$ cat src/rtl/ifu_fetch.sv
// ifu_fetch: instruction fetch stage.
// Owns the PC, issues one imem request per instruction, buffers the returned
// word and hands it to decode with its PC. A redirect from execute retargets
// the PC in any state; a response that is still in flight when a redirect
// lands is discarded via the drop flag.
// Optional build macro: IFU_MISALIGN_CHECK_EN. When defined, a misaligned PC
// in REQ suppresses the request and parks the stage in HOLD with
// inst_misalign=1 until a redirect arrives.
module ifu_fetch #(
  parameter int              XLEN     = 64,
  parameter logic [XLEN-1:0] RESET_PC = XLEN'(64'h8000_0000)
) (
  input  logic            clk,
  input  logic            rst,
  output logic            imem_req_valid,
  input  logic            imem_req_ready,
  output logic [XLEN-1:0] imem_req_addr,
  input  logic            imem_resp_valid,
  input  logic [31:0]     imem_resp_data,
  output logic            inst_valid,
  input  logic            inst_ready,
  output logic [31:0]     inst,
  output logic [XLEN-1:0] inst_pc,
  input  logic            redirect_valid,
  input  logic [XLEN-1:0] redirect_pc,
  output logic            inst_misalign
);

  localparam logic [1:0] S_IDLE = 2'd0;
  localparam logic [1:0] S_REQ  = 2'd1;
  localparam logic [1:0] S_WAIT = 2'd2;
  localparam logic [1:0] S_HOLD = 2'd3;

  logic [1:0]      state;
  logic [XLEN-1:0] pc;
  logic            drop;     // in-flight response belongs to a stale address
  logic            mis_chk;  // REQ with a misaligned PC: no request this cycle
  logic            mis_q;    // HOLD is presenting a misalignment, not a word

  assign imem_req_addr  = pc;
  assign imem_req_valid = (state == S_REQ) && !mis_chk;
  assign inst_valid     = (state == S_HOLD);
  assign inst_misalign  = mis_q;

`ifdef IFU_MISALIGN_CHECK_EN
  assign mis_chk = (state == S_REQ) && (pc[1:0] != 2'b00);

  // Misalignment flag: raised when REQ parks on a bad PC, cleared by redirect out of HOLD
  always_ff @(posedge clk or posedge rst) begin
    if (rst) begin
      mis_q <= 1'b0;
    end else if (mis_chk && !redirect_valid) begin
      mis_q <= 1'b1;
    end else if ((state == S_HOLD) && redirect_valid) begin
      mis_q <= 1'b0;
    end
  end
`else
  assign mis_chk = 1'b0;
  assign mis_q   = 1'b0;
`endif

  // Fetch FSM: redirect wins in every state; pc always takes the redirect target
  always_ff @(posedge clk or posedge rst) begin
    if (rst) begin
      state   <= S_IDLE;
      pc      <= RESET_PC;
      drop    <= 1'b0;
      inst    <= 32'h0;
      inst_pc <= '0;
    end else begin
      if (redirect_valid) pc <= redirect_pc;
      case (state)
        S_IDLE: state <= S_REQ;
        S_REQ: begin
          if (mis_chk) begin
            // no request goes out; present the fault unless a redirect rescues us
            if (!redirect_valid) begin
              state   <= S_HOLD;
              inst    <= 32'h0;
              inst_pc <= pc;
            end
          end else if (imem_req_ready) begin
            // request accepted; a same-cycle redirect makes its response stale
            state <= S_WAIT;
            drop  <= redirect_valid;
          end
        end
        S_WAIT: begin
          if (imem_resp_valid) begin
            if (drop || redirect_valid) begin
              state <= S_REQ;
              drop  <= 1'b0;
            end else begin
              state   <= S_HOLD;
              inst    <= imem_resp_data;
              inst_pc <= pc;
              pc      <= pc + XLEN'(4);
            end
          end else if (redirect_valid) begin
            drop <= 1'b1;
          end
        end
        S_HOLD: begin
          // a redirect revokes the held word even if decode takes it this cycle
          if (redirect_valid || (inst_ready && !mis_q)) state <= S_REQ;
        end
        default: state <= S_IDLE;
      endcase
    end
  end

endmodule
$ cat config.mk
export PLATFORM = sky130hd
export DESIGN_NAME = ifu_fetch
export DESIGN_NICKNAME = d
export VERILOG_FILES = /design/src/rtl/ifu_fetch.sv
export SDC_FILE = /design/constraint.sdc
export NUM_CORES = 1
export LEC_CHECK = 0
export ABC_CLOCK_PERIOD_IN_PS = 4500
export BUFFER_PORTS_ARGS = -buffer_cell sky130_fd_sc_hd__buf_2
export CAP_MARGIN = 25
export CORE_ASPECT_RATIO = 1.1
export CORE_UTILIZATION = 46
export CTS_CLUSTER_SIZE = 20
export DETAILED_ROUTE_END_ITERATION = 8
export PLACE_DENSITY = 0.88
export SLEW_MARGIN = 20
export SYNTH_ARGS = -nofsm -noshare
export SYNTH_HDL_FRONTEND = slang
export SYNTH_SLANG_ARGS = --single-unit
$ cat constraint.sdc
create_clock -name clk -period 4.5 [get_ports clk]
set_input_delay 0.225 -clock clk [delete_from_list [all_inputs] [get_ports clk]]
set_output_delay 0.225 -clock clk [all_outputs]
set_load 0.02 [all_outputs]
==> impl_metrics.xml, run 1 <==
<?xml version="1.0" encoding="UTF-8"?>
<metrics>
  <group name="global_route">
    <metric name="grt_antenna_before_repair" unit="">4</metric>
    <metric name="pin_count_of_the_biggest_net_entering_global_routing" unit="">118</metric>
    <metric name="groute.usage.overall" unit="%">28.7</metric>
    <metric name="grt_pass1_wl" unit="um">39600</metric>
    <metric name="groute.layer.met2.usage" unit="%">46.5</metric>
    <metric name="total_gr_overflow" unit="">0</metric>
    <metric name="first_global_vias" unit="">7844</metric>
    <metric name="met1_routing_resource_usage_after_global_routing" unit="%">34.7</metric>
    <metric name="grt.busiest_layer" unit="">met2</metric>
    <metric name="global_route.usage.met3" unit="%">6.38</metric>
  </group>
  <group name="power_and_ir_drop">
    <metric name="power.leakage" unit="nW">5.15</metric>
    <metric name="worst_vdd_ir" unit="mV">0.362</metric>
    <metric name="power-per-cell-area" unit="nW/um^2">552</metric>
  </group>
  <group name="clock_tree">
    <metric name="htreeDepth" unit="">4</metric>
    <metric name="cts_tree" unit="">built</metric>
    <metric name="post_cts.resized_instances" unit="">0</metric>
    <metric name="cts_setup_buffers" unit="">0</metric>
    <metric name="max-clock-path-buffers" unit="">2</metric>
    <metric name="cts_inserted_buffers" unit="">17</metric>
    <metric name="cts.sinks" unit="">163</metric>
    <metric name="cts_root_buffer" unit="">clkbuf_16</metric>
    <metric name="insertion_delay" unit="ns">0.43</metric>
    <metric name="clock_edge_transition_at_the_registers_on_the_reported_setup_and_hold_paths" unit="ns">0.06</metric>
  </group>
  <group name="worst_hold_path">
    <metric name="worst_hold_path_type" unit="">in2reg</metric>
  </group>
  <group name="synth">
    <metric name="synth_xor_area_share" unit="%">0.111</metric>
    <metric name="ys_seq_elements" unit="">163</metric>
    <metric name="syn-mean-instance-area" unit="um^2">8.53</metric>
    <metric name="post_synthesis_sequential_area_ratio" unit="%">51.7</metric>
    <metric name="synth_simple_gate_area_share" unit="%">31.1</metric>
    <metric name="synth-edff-count" unit="">0</metric>
    <metric name="yosys_warnings" unit="">0</metric>
    <metric name="syn-num-nets" unit="">1032</metric>
    <metric name="synth.lib_cells_used.distinct" unit="">55</metric>
    <metric name="postSynth.asyncResetShare" unit="%">100</metric>
    <metric name="synth_largest_area_cell" unit="">dfrtp_1</metric>
    <metric name="postSynth.topFlopCell" unit="">dfrtp_1</metric>
    <metric name="largest_family_of_logic_cells_by_synthesized_area" unit="">simple AND/OR/NAND/NOR gates</metric>
    <metric name="synth_largest_type_area_fraction" unit="%">51.4</metric>
    <metric name="synthCells" unit="">925</metric>
    <metric name="synth_fa_ha_area_share" unit="%">0.793</metric>
    <metric name="synth-compound-area-share" unit="%">11.8</metric>
    <metric name="synth.area.top_cells" unit="">dfrtp_1 51%, nand2_1 15%, nor2_1 3.3%</metric>
    <metric name="post_synth_instance_area" unit="um^2">7890</metric>
    <metric name="muxShareOfSynthArea" unit="%">0.682</metric>
  </group>
  <group name="drt">
    <metric name="ant_nets" unit="">0</metric>
    <metric name="drtIter0Drc" unit="">617</metric>
    <metric name="wl_cell" unit="um">17.8</metric>
    <metric name="drt-pass1-iter-count" unit="">5</metric>
    <metric name="routed-via-count" unit="">8133</metric>
    <metric name="detail_route.vias_per_cell" unit="">5.78</metric>
    <metric name="postRouteWirelength" unit="um">25100</metric>
    <metric name="route.detailed.drc" unit="">0</metric>
  </group>
  <group name="timing">
    <metric name="tns" unit="ns">0</metric>
    <metric name="slew_violations" unit="">0</metric>
    <metric name="setup_viol_count_final" unit="">0</metric>
    <metric name="period_minus_slack" unit="ns">2.89</metric>
    <metric name="slew_headroom" unit="%">30.9</metric>
    <metric name="rsz0062_at_grt" unit="">no</metric>
    <metric name="achievable_freq" unit="GHz">0.347</metric>
    <metric name="finClkSkew" unit="ns">0.0101</metric>
    <metric name="worstMarginPinSlew" unit="ns">1.04</metric>
    <metric name="hold_violations" unit="">0</metric>
    <metric name="finalCritPeriodShare" unit="%">64.1</metric>
  </group>
  <group name="placed_design">
    <metric name="gp_congestion" unit="">0.925</metric>
    <metric name="detailedPlacementHpwl" unit="um">17300</metric>
    <metric name="dp_cells" unit="">1345</metric>
    <metric name="portBuffers" unit="">263</metric>
  </group>
  <group name="worst_setup_path">
    <metric name="worstSetupEndpointType" unit="">flip-flop</metric>
    <metric name="critPathKind" unit="">reg2reg</metric>
    <metric name="start_kind" unit="">flip-flop</metric>
    <metric name="reg2reg_slack" unit="ns">1.61</metric>
    <metric name="required" unit="ns">4.76</metric>
    <metric name="crit_fanout" unit="">52</metric>
    <metric name="arrival" unit="ns">3.14</metric>
  </group>
  <group name="floorplan">
    <metric name="row_count" unit="">49</metric>
    <metric name="fp.dieArea" unit="um^2">17700</metric>
    <metric name="die_w" unit="um">127</metric>
    <metric name="pin_count" unit="">265</metric>
    <metric name="initial_core_util" unit="%">47.7</metric>
    <metric name="fp.dieH" unit="um">139</metric>
    <metric name="floorplan.core_area" unit="um^2">16600</metric>
  </group>
  <group name="status">
    <metric name="outcome" unit="">finished, final reports clean</metric>
  </group>
  <group name="final_layout">
    <metric name="num-nets-final" unit="">1295</metric>
    <metric name="flow.area_growth_from_synthesis" unit="%">30.2</metric>
    <metric name="drive_above_1_share" unit="%">27.4</metric>
    <metric name="layout.cells.most_common_list" unit="">312 x nand2_1, 263 x buf_2, 162 x dfrtp_1</metric>
    <metric name="layout_commonest_cell" unit="">nand2_1</metric>
    <metric name="stdcell_count" unit="">1408</metric>
  </group>
  <group name="run">
    <metric name="maxCapViolCount" unit="">0</metric>
  </group>
</metrics>
logic make-up after synthesis:
group	after synthesis
buffers and inverters	71
and+or+nand+nor	545
AOI/OAI and AO/OA	134
adders and majority gates	5
other	1
DFF	163
muxes	5
xor gates and xnor gates	1
cell type report:
class / instances / area [um^2]
tap: 204 / 255
sequential: 163 / 4080
timing repair buffer: 298 / 1670
inverter: 17 / 67.6
clock buffer: 21 / 470
antenna: 3 / 7.51
clock inverter: 11 / 175
multi-input combinational: 691 / 3540
fill: 1367 / 6280
where the power goes:
part	switching, mW	leakage [nW]	internal [mW]	total, mW
Sequential	0.324	2.00	1.92	2.25
Combinational	1.21	2.84	0.619	1.83
Clock	0.612	0.310	0.977	1.59
Total	2.15	5.15	3.52	5.67
worst max-delay path: stages (launching register included):
cell,delay (ns)
dfrtp_1,0.44
inv_1,0.09
ha_1,0.30
nand3_4,0.52
or4_1,0.85
nor3_1,0.38
a221oi_1,0.14
synth_stat cells (all sizes together) (3+ instances only):
master / instances
and2: 11
nor4: 14
nor2: 69
nor2b: 3
a31oi: 15
nand2b: 4
nand2: 313
o22ai: 7
nand4: 18
or3: 6
a211oi: 27
buf: 17
nand3: 22
mux2: 3
clkbuf: 37
or2: 14
o21ai: 18
and4: 13
and3: 15
a41oi: 5
o311ai: 4
a21oi: 24
inv: 17
ha: 5
a221oi: 7
or4: 3
nor3: 35
a311oi: 11
dfrtp: 162
layer usage:
layer,share of wire [%],vias to the layer above
met5,0.064,-
met1,39,3848
met4,5.7,2
met2,47,447
li1,-,3727
met3,7.7,109
worst paths after layout:
| kind | start | end | cells after the start |
|---|---|---|---|
| max in group asynchronous | rst | inst_pc[7] | 4 |
| worst max-delay path | state[0] | imem_req_addr[62] | 6 |
| min in group asynchronous | rst | inst_pc[48] | 3 |
| worst min-delay path | redirect_pc[55] | imem_req_addr[55] | 2 |
| worst min register to register | inst_pc[25] | inst_pc[25] | 2 |
| worst max register to register | state[0] | imem_req_addr[62] | 6 |
metrics by stage:
stage / worst slack [ns] / utilization (%) / power (mW) / hold WS, ns / cell area [um^2]
after floorplan: 2.21 / - / 3.35 / 0.330 / 7890
after global placement: 1.73 / 56.3 / 4.00 / 0.412 / 9320
after detailed placement: 1.66 / 56.4 / 4.06 / 0.241 / 9340
after CTS: 1.64 / 62.0 / 5.67 / 0.00457 / 10300
after global routing: 1.47 / 62.0 / 5.95 / 0.0148 / 10300
final: 1.61 / 62.0 / 5.67 / 0.0144 / 10300
flip-flops by register name, indices dropped and copies added, names as in the netlist:
signal,cells
inst,32
drop,1
state,2
imem_req_addr,64
inst_pc,64
repair_timing:
action	4_1_cts	5_1_grt
endpoints found under the hold margin	40	0
hold buffers	28	0
endpoints found under the setup margin	0	0
Note: power is estimated with default switching activity, not from simulation.
==> inputs of run 2 (changes only) <==
--- a/config.mk
+++ b/config.mk
@@ -5,11 +5,12 @@
 export SDC_FILE = /design/constraint.sdc
 export NUM_CORES = 1
 export LEC_CHECK = 0
-export ABC_CLOCK_PERIOD_IN_PS = 4500
+export ABC_AREA = 1
+export ABC_CLOCK_PERIOD_IN_PS = 2500
 export BUFFER_PORTS_ARGS = -buffer_cell sky130_fd_sc_hd__buf_2
 export CAP_MARGIN = 25
 export CORE_ASPECT_RATIO = 1.1
-export CORE_UTILIZATION = 46
+export CORE_UTILIZATION = 47
 export CTS_CLUSTER_SIZE = 20
 export DETAILED_ROUTE_END_ITERATION = 8
 export PLACE_DENSITY = 0.88
==> constraint.sdc (replaced) <==
create_clock -name clk -period 2.5 [get_ports clk]
set_input_delay 0.125 -clock clk [delete_from_list [all_inputs] [get_ports clk]]
set_output_delay 0.125 -clock clk [all_outputs]
set_load 0.02 [all_outputs]
==> run 2 against run 1 <==
Against the previous run:
- non-clock buffer count increased by 33
- cell area grew 12%
- via count rose by 15%
==> impl_metrics.xml, run 2 <==
<?xml version="1.0" encoding="UTF-8"?>
<metrics>
  <group name="worst_setup_path">
    <metric name="required" unit="ns">2.84</metric>
    <metric name="crit_fanout" unit="">125</metric>
    <metric name="arrival" unit="ns">2.32</metric>
    <metric name="worstSetupEndpointType" unit="">flip-flop</metric>
    <metric name="timing.critical_path.slowest_cell_delay" unit="ns">0.44</metric>
    <metric name="critical-path-slowest-cell" unit="">buf_12</metric>
    <metric name="critPathKind" unit="">reg2reg</metric>
    <metric name="cp_common_cell" unit="">nand2_1</metric>
    <metric name="start_kind" unit="">flip-flop</metric>
    <metric name="crit_path_cell_trace" unit="">inv_1, ha_1, nand2_1, nor2_4, buf_12, nand2_1, o221ai_1</metric>
  </group>
  <group name="final_layout">
    <metric name="stdcell_count" unit="">1762</metric>
    <metric name="antenna_cells" unit="">0</metric>
    <metric name="layout.filler_cells" unit="">1569</metric>
    <metric name="drive_above_1_share" unit="%">24.0</metric>
    <metric name="flow.area_growth_from_synthesis" unit="%">30.9</metric>
    <metric name="layout.cells.most_common_list" unit="">476 x nand2_1, 263 x buf_2, 162 x dfrtp_1</metric>
    <metric name="num-nets-final" unit="">1613</metric>
    <metric name="layout_commonest_cell" unit="">nand2_1</metric>
  </group>
  <group name="synth">
    <metric name="postSynth.topFlopCell" unit="">dfrtp_1</metric>
    <metric name="post-synth-top-count-cell" unit="">nand2_1</metric>
    <metric name="syn-mean-instance-area" unit="um^2">7.29</metric>
    <metric name="yosys_warnings" unit="">0</metric>
    <metric name="post_synthesis_sequential_area_ratio" unit="%">46.4</metric>
    <metric name="syn-num-nets" unit="">1313</metric>
    <metric name="synth-edff-count" unit="">0</metric>
    <metric name="synth.lib_cells_used.distinct" unit="">40</metric>
    <metric name="postSynth.asyncResetShare" unit="%">100</metric>
    <metric name="synth_largest_type_area_fraction" unit="%">46.1</metric>
    <metric name="post_synth_instance_area" unit="um^2">8790</metric>
    <metric name="synth_largest_area_cell" unit="">dfrtp_1</metric>
    <metric name="synth.area.top_cells" unit="">dfrtp_1 46%, nand2_1 20%, nor2_1 5.9%</metric>
    <metric name="netlist_top_cells_count" unit="">476 x nand2_1, 162 x dfrtp_1, 139 x nor2_1, 100 x nand3_1, 75 x inv_1</metric>
    <metric name="ys_seq_elements" unit="">163</metric>
    <metric name="synthCells" unit="">1206</metric>
  </group>
  <group name="power_and_ir_drop">
    <metric name="power-per-cell-area" unit="nW/um^2">875</metric>
    <metric name="power.leakage" unit="nW">5.96</metric>
    <metric name="worst_vdd_ir" unit="mV">0.508</metric>
  </group>
  <group name="placed_design">
    <metric name="dp_cells" unit="">1673</metric>
    <metric name="detailedPlacementHpwl" unit="um">21200</metric>
    <metric name="portBuffers" unit="">263</metric>
    <metric name="gp_congestion" unit="">0.971</metric>
  </group>
  <group name="floorplan">
    <metric name="die_w" unit="um">132</metric>
    <metric name="floorplan.core_area" unit="um^2">18300</metric>
    <metric name="row_count" unit="">52</metric>
    <metric name="fp.dieH" unit="um">145</metric>
    <metric name="pin_count" unit="">265</metric>
    <metric name="fp.dieArea" unit="um^2">19300</metric>
    <metric name="initial_core_util" unit="%">47.9</metric>
  </group>
  <group name="global_route">
    <metric name="grt_antenna_before_repair" unit="">0</metric>
    <metric name="grt_pass1_wl" unit="um">46900</metric>
    <metric name="first_global_vias" unit="">8972</metric>
    <metric name="groute.usage.overall" unit="%">31.4</metric>
    <metric name="pin_count_of_the_biggest_net_entering_global_routing" unit="">126</metric>
    <metric name="total_gr_overflow" unit="">0</metric>
  </group>
  <group name="run">
    <metric name="maxCapViolCount" unit="">0</metric>
  </group>
  <group name="clock_tree">
    <metric name="htreeDepth" unit="">4</metric>
    <metric name="cts.sinks" unit="">163</metric>
    <metric name="cts_tree" unit="">built</metric>
    <metric name="max-clock-path-buffers" unit="">2</metric>
    <metric name="cts_inserted_buffers" unit="">17</metric>
    <metric name="clock_edge_transition_at_the_registers_on_the_reported_setup_and_hold_paths" unit="ns">0.07</metric>
    <metric name="insertion_delay" unit="ns">0.44</metric>
    <metric name="cts_root_buffer" unit="">clkbuf_16</metric>
    <metric name="cts_setup_buffers" unit="">0</metric>
  </group>
  <group name="timing">
    <metric name="setup_viol_count_final" unit="">0</metric>
    <metric name="slew_headroom" unit="%">61.1</metric>
    <metric name="achievable_freq" unit="GHz">0.504</metric>
    <metric name="period_minus_slack" unit="ns">1.98</metric>
    <metric name="slew_violations" unit="">0</metric>
    <metric name="tns" unit="ns">0</metric>
    <metric name="worstMarginPinSlew" unit="ns">0.583</metric>
    <metric name="finalCritPeriodShare" unit="%">79.3</metric>
    <metric name="finClkSkew" unit="ns">0.00777</metric>
    <metric name="hold_violations" unit="">0</metric>
    <metric name="rsz0062_at_grt" unit="">no</metric>
  </group>
  <group name="status">
    <metric name="outcome" unit="">finished, final reports clean</metric>
  </group>
  <group name="drt">
    <metric name="routed-via-count" unit="">9342</metric>
    <metric name="drtIter0Drc" unit="">851</metric>
    <metric name="route.detailed.drc" unit="">0</metric>
    <metric name="ant_nets" unit="">0</metric>
    <metric name="postRouteWirelength" unit="um">29500</metric>
    <metric name="wl_cell" unit="um">16.7</metric>
    <metric name="drt-pass1-iter-count" unit="">6</metric>
    <metric name="detail_route.vias_per_cell" unit="">5.30</metric>
  </group>
  <group name="worst_hold_path">
    <metric name="worst_hold_path_type" unit="">in2reg</metric>
  </group>
</metrics>
run 2: timing repair:
action | 4_1_cts | 5_1_grt
hold buffers | 57 | 0
hold endpoints to repair | 74 | 0
resized for setup | 0 | 0
run 2: per-stage QoR:
stage               utilization, %  cell area (um^2)  hold WS, ns  total power, mW  worst slack [ns]
floorplan                        -              8790        0.242             5.95             0.305
global placement              56.3             10300        0.184             7.18             0.631
detailed placement            56.3             10300        0.193             7.27             0.566
CTS                           62.7             11500       0.0117             10.0             0.546
global route                  62.7             11500       0.0410             10.6             0.343
finish                        62.7             11500       0.0162             10.1             0.517
run 2: kinds of logic after synthesis:
logic type | synth area share [%]
compound gates | 7.79
xor+xnor | 0.299
fa+ha+maj | 0.712
buf+inv | 6.23
flops | 46.4
mux | 0.456
other cells | 0.0427
simple gates | 38.0
run 2: report_power, final:
| part | internal, mW | switching [mW] |
|---|---|---|
| Sequential | 3.38 | 0.597 |
| Clock | 1.60 | 1.12 |
| Combinational | 1.13 | 2.24 |
run 2: routing by layer:
metal	part of all wire [%]	vias up	GRT usage, %	routed length (um)
met5	0	-	0	0
met4	4.4	0	15.7	1300
met3	7.8	84	6.83	2300
met2	49	445	53.5	14600
met1	38	4369	37.4	11300
li1	-	4444	-	-
run 2: final cells by class:
class	instances	area [um^2]	share of cell area, %
multi-input cells	909	4160	36.2
flip-flops and latches	163	4080	35.5
repair buffers	331	2030	17.7
clock buffers	20	447	3.88
inverters	84	324	2.82
well taps	243	304	2.64
clock inverters	12	156	1.36
run 2: worst paths after layout:
check | startpoint | end | slack, ns | depth (start not counted)
setup / recovery | state[0] | imem_req_addr[14] | 0.52 | 7
hold / removal | redirect_pc[16] | imem_req_addr[16] | 0.02 | 5
setup reg to reg | state[0] | imem_req_addr[14] | 0.52 | 7
hold reg to reg | inst_pc[39] | inst_pc[39] | 0.47 | 2
max in group asynchronous | rst | inst[29] | 1.47 | 4
min in group asynchronous | rst | imem_req_addr[36] | 0.29 | 3
run 2: critical path, delay by kind of cell (launching register included):
kind,cells,cell delay (ns)
fa+ha+maj,1,0.20
flops,1,0.43
buf+inv,2,0.52
simple gates,3,0.43
compound gates,1,0.22
==> inputs of run 3 (changes only) <==
--- a/config.mk
+++ b/config.mk
@@ -6,7 +6,7 @@
 export NUM_CORES = 1
 export LEC_CHECK = 0
 export ABC_AREA = 1
-export ABC_CLOCK_PERIOD_IN_PS = 2500
+export ABC_CLOCK_PERIOD_IN_PS = 1600
 export BUFFER_PORTS_ARGS = -buffer_cell sky130_fd_sc_hd__buf_2
 export CAP_MARGIN = 25
 export CORE_ASPECT_RATIO = 1.1
==> constraint.sdc (replaced) <==
create_clock -name clk -period 1.6 [get_ports clk]
set_input_delay 0.08 -clock clk [delete_from_list [all_inputs] [get_ports clk]]
set_output_delay 0.08 -clock clk [all_outputs]
set_load 0.02 [all_outputs]
==> run 3 against run 2 <==
Against the previous run:
- the flow now finishes with violations (negative hold slack, negative setup slack)
- cell area rose by 23%
- combinational power rose by 92%
- count of clock-buffer cells in the layout did not move
- clock power rose by 72%
- hold slack got worse by 0.044 ns
- via count rose by 20%
- first-iteration DRC count rose by 29%
==> impl_metrics.xml, run 3 (synthesis gave the netlist of run 2 again) <==
<?xml version="1.0" encoding="UTF-8"?>
<metrics>
  <group name="global_route">
    <metric name="grt_pass1_wl" unit="um">51900</metric>
    <metric name="first_global_vias" unit="">10300</metric>
    <metric name="groute.usage.overall" unit="%">34.6</metric>
    <metric name="pin_count_of_the_biggest_net_entering_global_routing" unit="">79</metric>
    <metric name="grt_antenna_before_repair" unit="">1</metric>
    <metric name="total_gr_overflow" unit="">0</metric>
  </group>
  <group name="power_and_ir_drop">
    <metric name="power_switching" unit="mW">6.80</metric>
    <metric name="power-per-cell-area" unit="nW/um^2">1220</metric>
    <metric name="totalPowerFinal" unit="mW">17.3</metric>
    <metric name="power.share.combinational" unit="%">37.3</metric>
    <metric name="power.leakage" unit="nW">7.30</metric>
    <metric name="worst_vdd_ir" unit="mV">0.912</metric>
    <metric name="share_of_power_burned_in_the_clock_network" unit="%">27.1</metric>
    <metric name="design_internal_power" unit="mW">10.5</metric>
    <metric name="power.share.sequential" unit="%">35.7</metric>
    <metric name="netSwitchingFraction" unit="%">39.3</metric>
  </group>
  <group name="final_layout">
    <metric name="drive_above_1_share" unit="%">39.7</metric>
    <metric name="layout_commonest_cell" unit="">nand2_1</metric>
    <metric name="layout.cells.most_common_list" unit="">445 x nand2_1, 263 x buf_2, 158 x dfrtp_1</metric>
    <metric name="flow.area_growth_from_synthesis" unit="%">61.0</metric>
    <metric name="num-nets-final" unit="">1808</metric>
  </group>
  <group name="clock_tree">
    <metric name="cts_tree" unit="">built</metric>
    <metric name="cts_root_buffer" unit="">clkbuf_16</metric>
    <metric name="max-clock-path-buffers" unit="">2</metric>
    <metric name="cts.sinks" unit="">163</metric>
    <metric name="insertion_delay" unit="ns">0.45</metric>
    <metric name="cts_inserted_buffers" unit="">17</metric>
    <metric name="clock_edge_transition_at_the_registers_on_the_reported_setup_and_hold_paths" unit="ns">0.07</metric>
    <metric name="htreeDepth" unit="">4</metric>
  </group>
  <group name="drt">
    <metric name="route.detailed.drc" unit="">0</metric>
    <metric name="postRouteWirelength" unit="um">38600</metric>
    <metric name="ant_nets" unit="">0</metric>
    <metric name="wl_cell" unit="um">19.7</metric>
    <metric name="detail_route.vias_per_cell" unit="">5.72</metric>
    <metric name="routed-via-count" unit="">11200</metric>
    <metric name="drt-pass1-iter-count" unit="">6</metric>
    <metric name="drtIter0Drc" unit="">1094</metric>
  </group>
  <group name="worst_hold_path">
    <metric name="hold_path.startpoint" unit="">redirect_pc[12]</metric>
    <metric name="worst_hold_path_type" unit="">in2reg</metric>
  </group>
  <group name="worst_setup_path">
    <metric name="worst_setup_path_startpoint" unit="">imem_req_addr[28]</metric>
    <metric name="arrival" unit="ns">2.44</metric>
    <metric name="critPathKind" unit="">reg2reg</metric>
    <metric name="reg2reg_slack" unit="ns">-0.46</metric>
    <metric name="worstSetupEndpointType" unit="">flip-flop</metric>
    <metric name="required" unit="ns">1.97</metric>
    <metric name="crit-reg2reg-launch" unit="">imem_req_addr[28]</metric>
    <metric name="start_kind" unit="">flip-flop</metric>
    <metric name="crit_fanout" unit="">5</metric>
  </group>
  <group name="timing">
    <metric name="tns" unit="ns">-7.25</metric>
    <metric name="setup_slack" unit="ns">-0.463</metric>
    <metric name="achievable_freq" unit="GHz">0.485</metric>
    <metric name="slew_violations" unit="">0</metric>
    <metric name="timing.hold.ws" unit="ns">-0.0281</metric>
    <metric name="slew_headroom" unit="%">42.4</metric>
    <metric name="period_minus_slack" unit="ns">2.06</metric>
    <metric name="finalCritPeriodShare" unit="%">129</metric>
    <metric name="rsz0062_at_grt" unit="">yes</metric>
    <metric name="hold_violations" unit="">2</metric>
    <metric name="setup_viol_count_final" unit="">48</metric>
    <metric name="finClkSkew" unit="ns">0.0147</metric>
    <metric name="worstMarginPinSlew" unit="ns">0.857</metric>
  </group>
  <group name="status">
    <metric name="failing_checks" unit="">negative hold slack, negative setup slack</metric>
    <metric name="outcome" unit="">finished, violations left</metric>
  </group>
  <group name="run">
    <metric name="maxCapViolCount" unit="">0</metric>
  </group>
  <group name="floorplan">
    <metric name="pin_count" unit="">265</metric>
    <metric name="row_count" unit="">52</metric>
    <metric name="fp.dieH" unit="um">145</metric>
    <metric name="initial_core_util" unit="%">47.9</metric>
    <metric name="fp.dieArea" unit="um^2">19300</metric>
    <metric name="floorplan.core_area" unit="um^2">18300</metric>
    <metric name="die_w" unit="um">132</metric>
  </group>
  <group name="placed_design">
    <metric name="gp_congestion" unit="">0.994</metric>
    <metric name="detailedPlacementHpwl" unit="um">22900</metric>
    <metric name="dp_slack" unit="ns">-0.0539</metric>
    <metric name="portBuffers" unit="">263</metric>
  </group>
</metrics>
-- run 3: cell type report --
type	instances	area, um^2
multi-input cells	909	4820
fillers	1115	4200
flip-flops and latches	163	4090
repair buffers	523	3910
clock buffers	20	457
inverters	84	332
well taps	243	304
clock inverters	12	203
repair inverters	3	38.8
diodes	1	2.50
-- run 3: per-stage QoR --
stage	hold WS [ns]	utilization [%]	instance area [um^2]	cells
2_1_floorplan	0.197	-	8790	1206
3_3_place_gp	0.0855	62.6	11500	1809
3_5_place_dp	0.0840	62.6	11500	1809
4_1_cts	0.00204	71.1	13000	1918
5_1_grt	-0.0131	77.1	14100	1957
6_report	-0.0281	77.1	14200	1958
-- run 3: final timing paths --
| check | to | cells past startpoint |
|---|---|---|
| max in group asynchronous | imem_req_addr[24] | 4 |
| worst max register to register | imem_req_addr[46] | 10 |
| min in group asynchronous | imem_req_addr[26] | 3 |
| worst min-delay path | imem_req_addr[12] | 3 |
| worst min register to register | inst[25] | 2 |
| worst max-delay path | imem_req_addr[46] | 10 |
-- run 3: critical path: stages, from the launching register on --
cell and delay [ns]:
dfrtp_1 0.47, nand2_1 0.32, nor2_2 0.24, nand2_1 0.11, nor2_2 0.15, nand2_1 0.11
nor2_4 0.28, nand2_1 0.10, nand2_1 0.09, nand3_2 0.06, nand2_1 0.05
-- run 3: routing by layer --
layer,routed length [um],vias to the layer above,track usage (%)
met3,3960,260,8.01
met2,18300,849,59.8
met4,3030,0,21.0
met1,13300,5247,38.8
met5,0,-,0
li1,-,4845,-
-- run 3: timing repair --
item,CTS,global route
pin swaps,15,61
buffers inserted,6,32
hold endpoints to repair,170,0
hold buffers,68,0
cloned,3,7
endpoints found under the setup margin,44,91
gates resized for setup,34,200
-- run 3: power groups by stage --
stage,clock [mW],sequential (mW),combinational (mW)
after floorplan,0,7.50,1.79
final,4.68,6.17,6.44
after CTS,4.64,6.04,5.92
after detailed placement,0,6.08,5.73
after global placement,0,6.05,5.56
after global routing,4.84,6.27,6.88
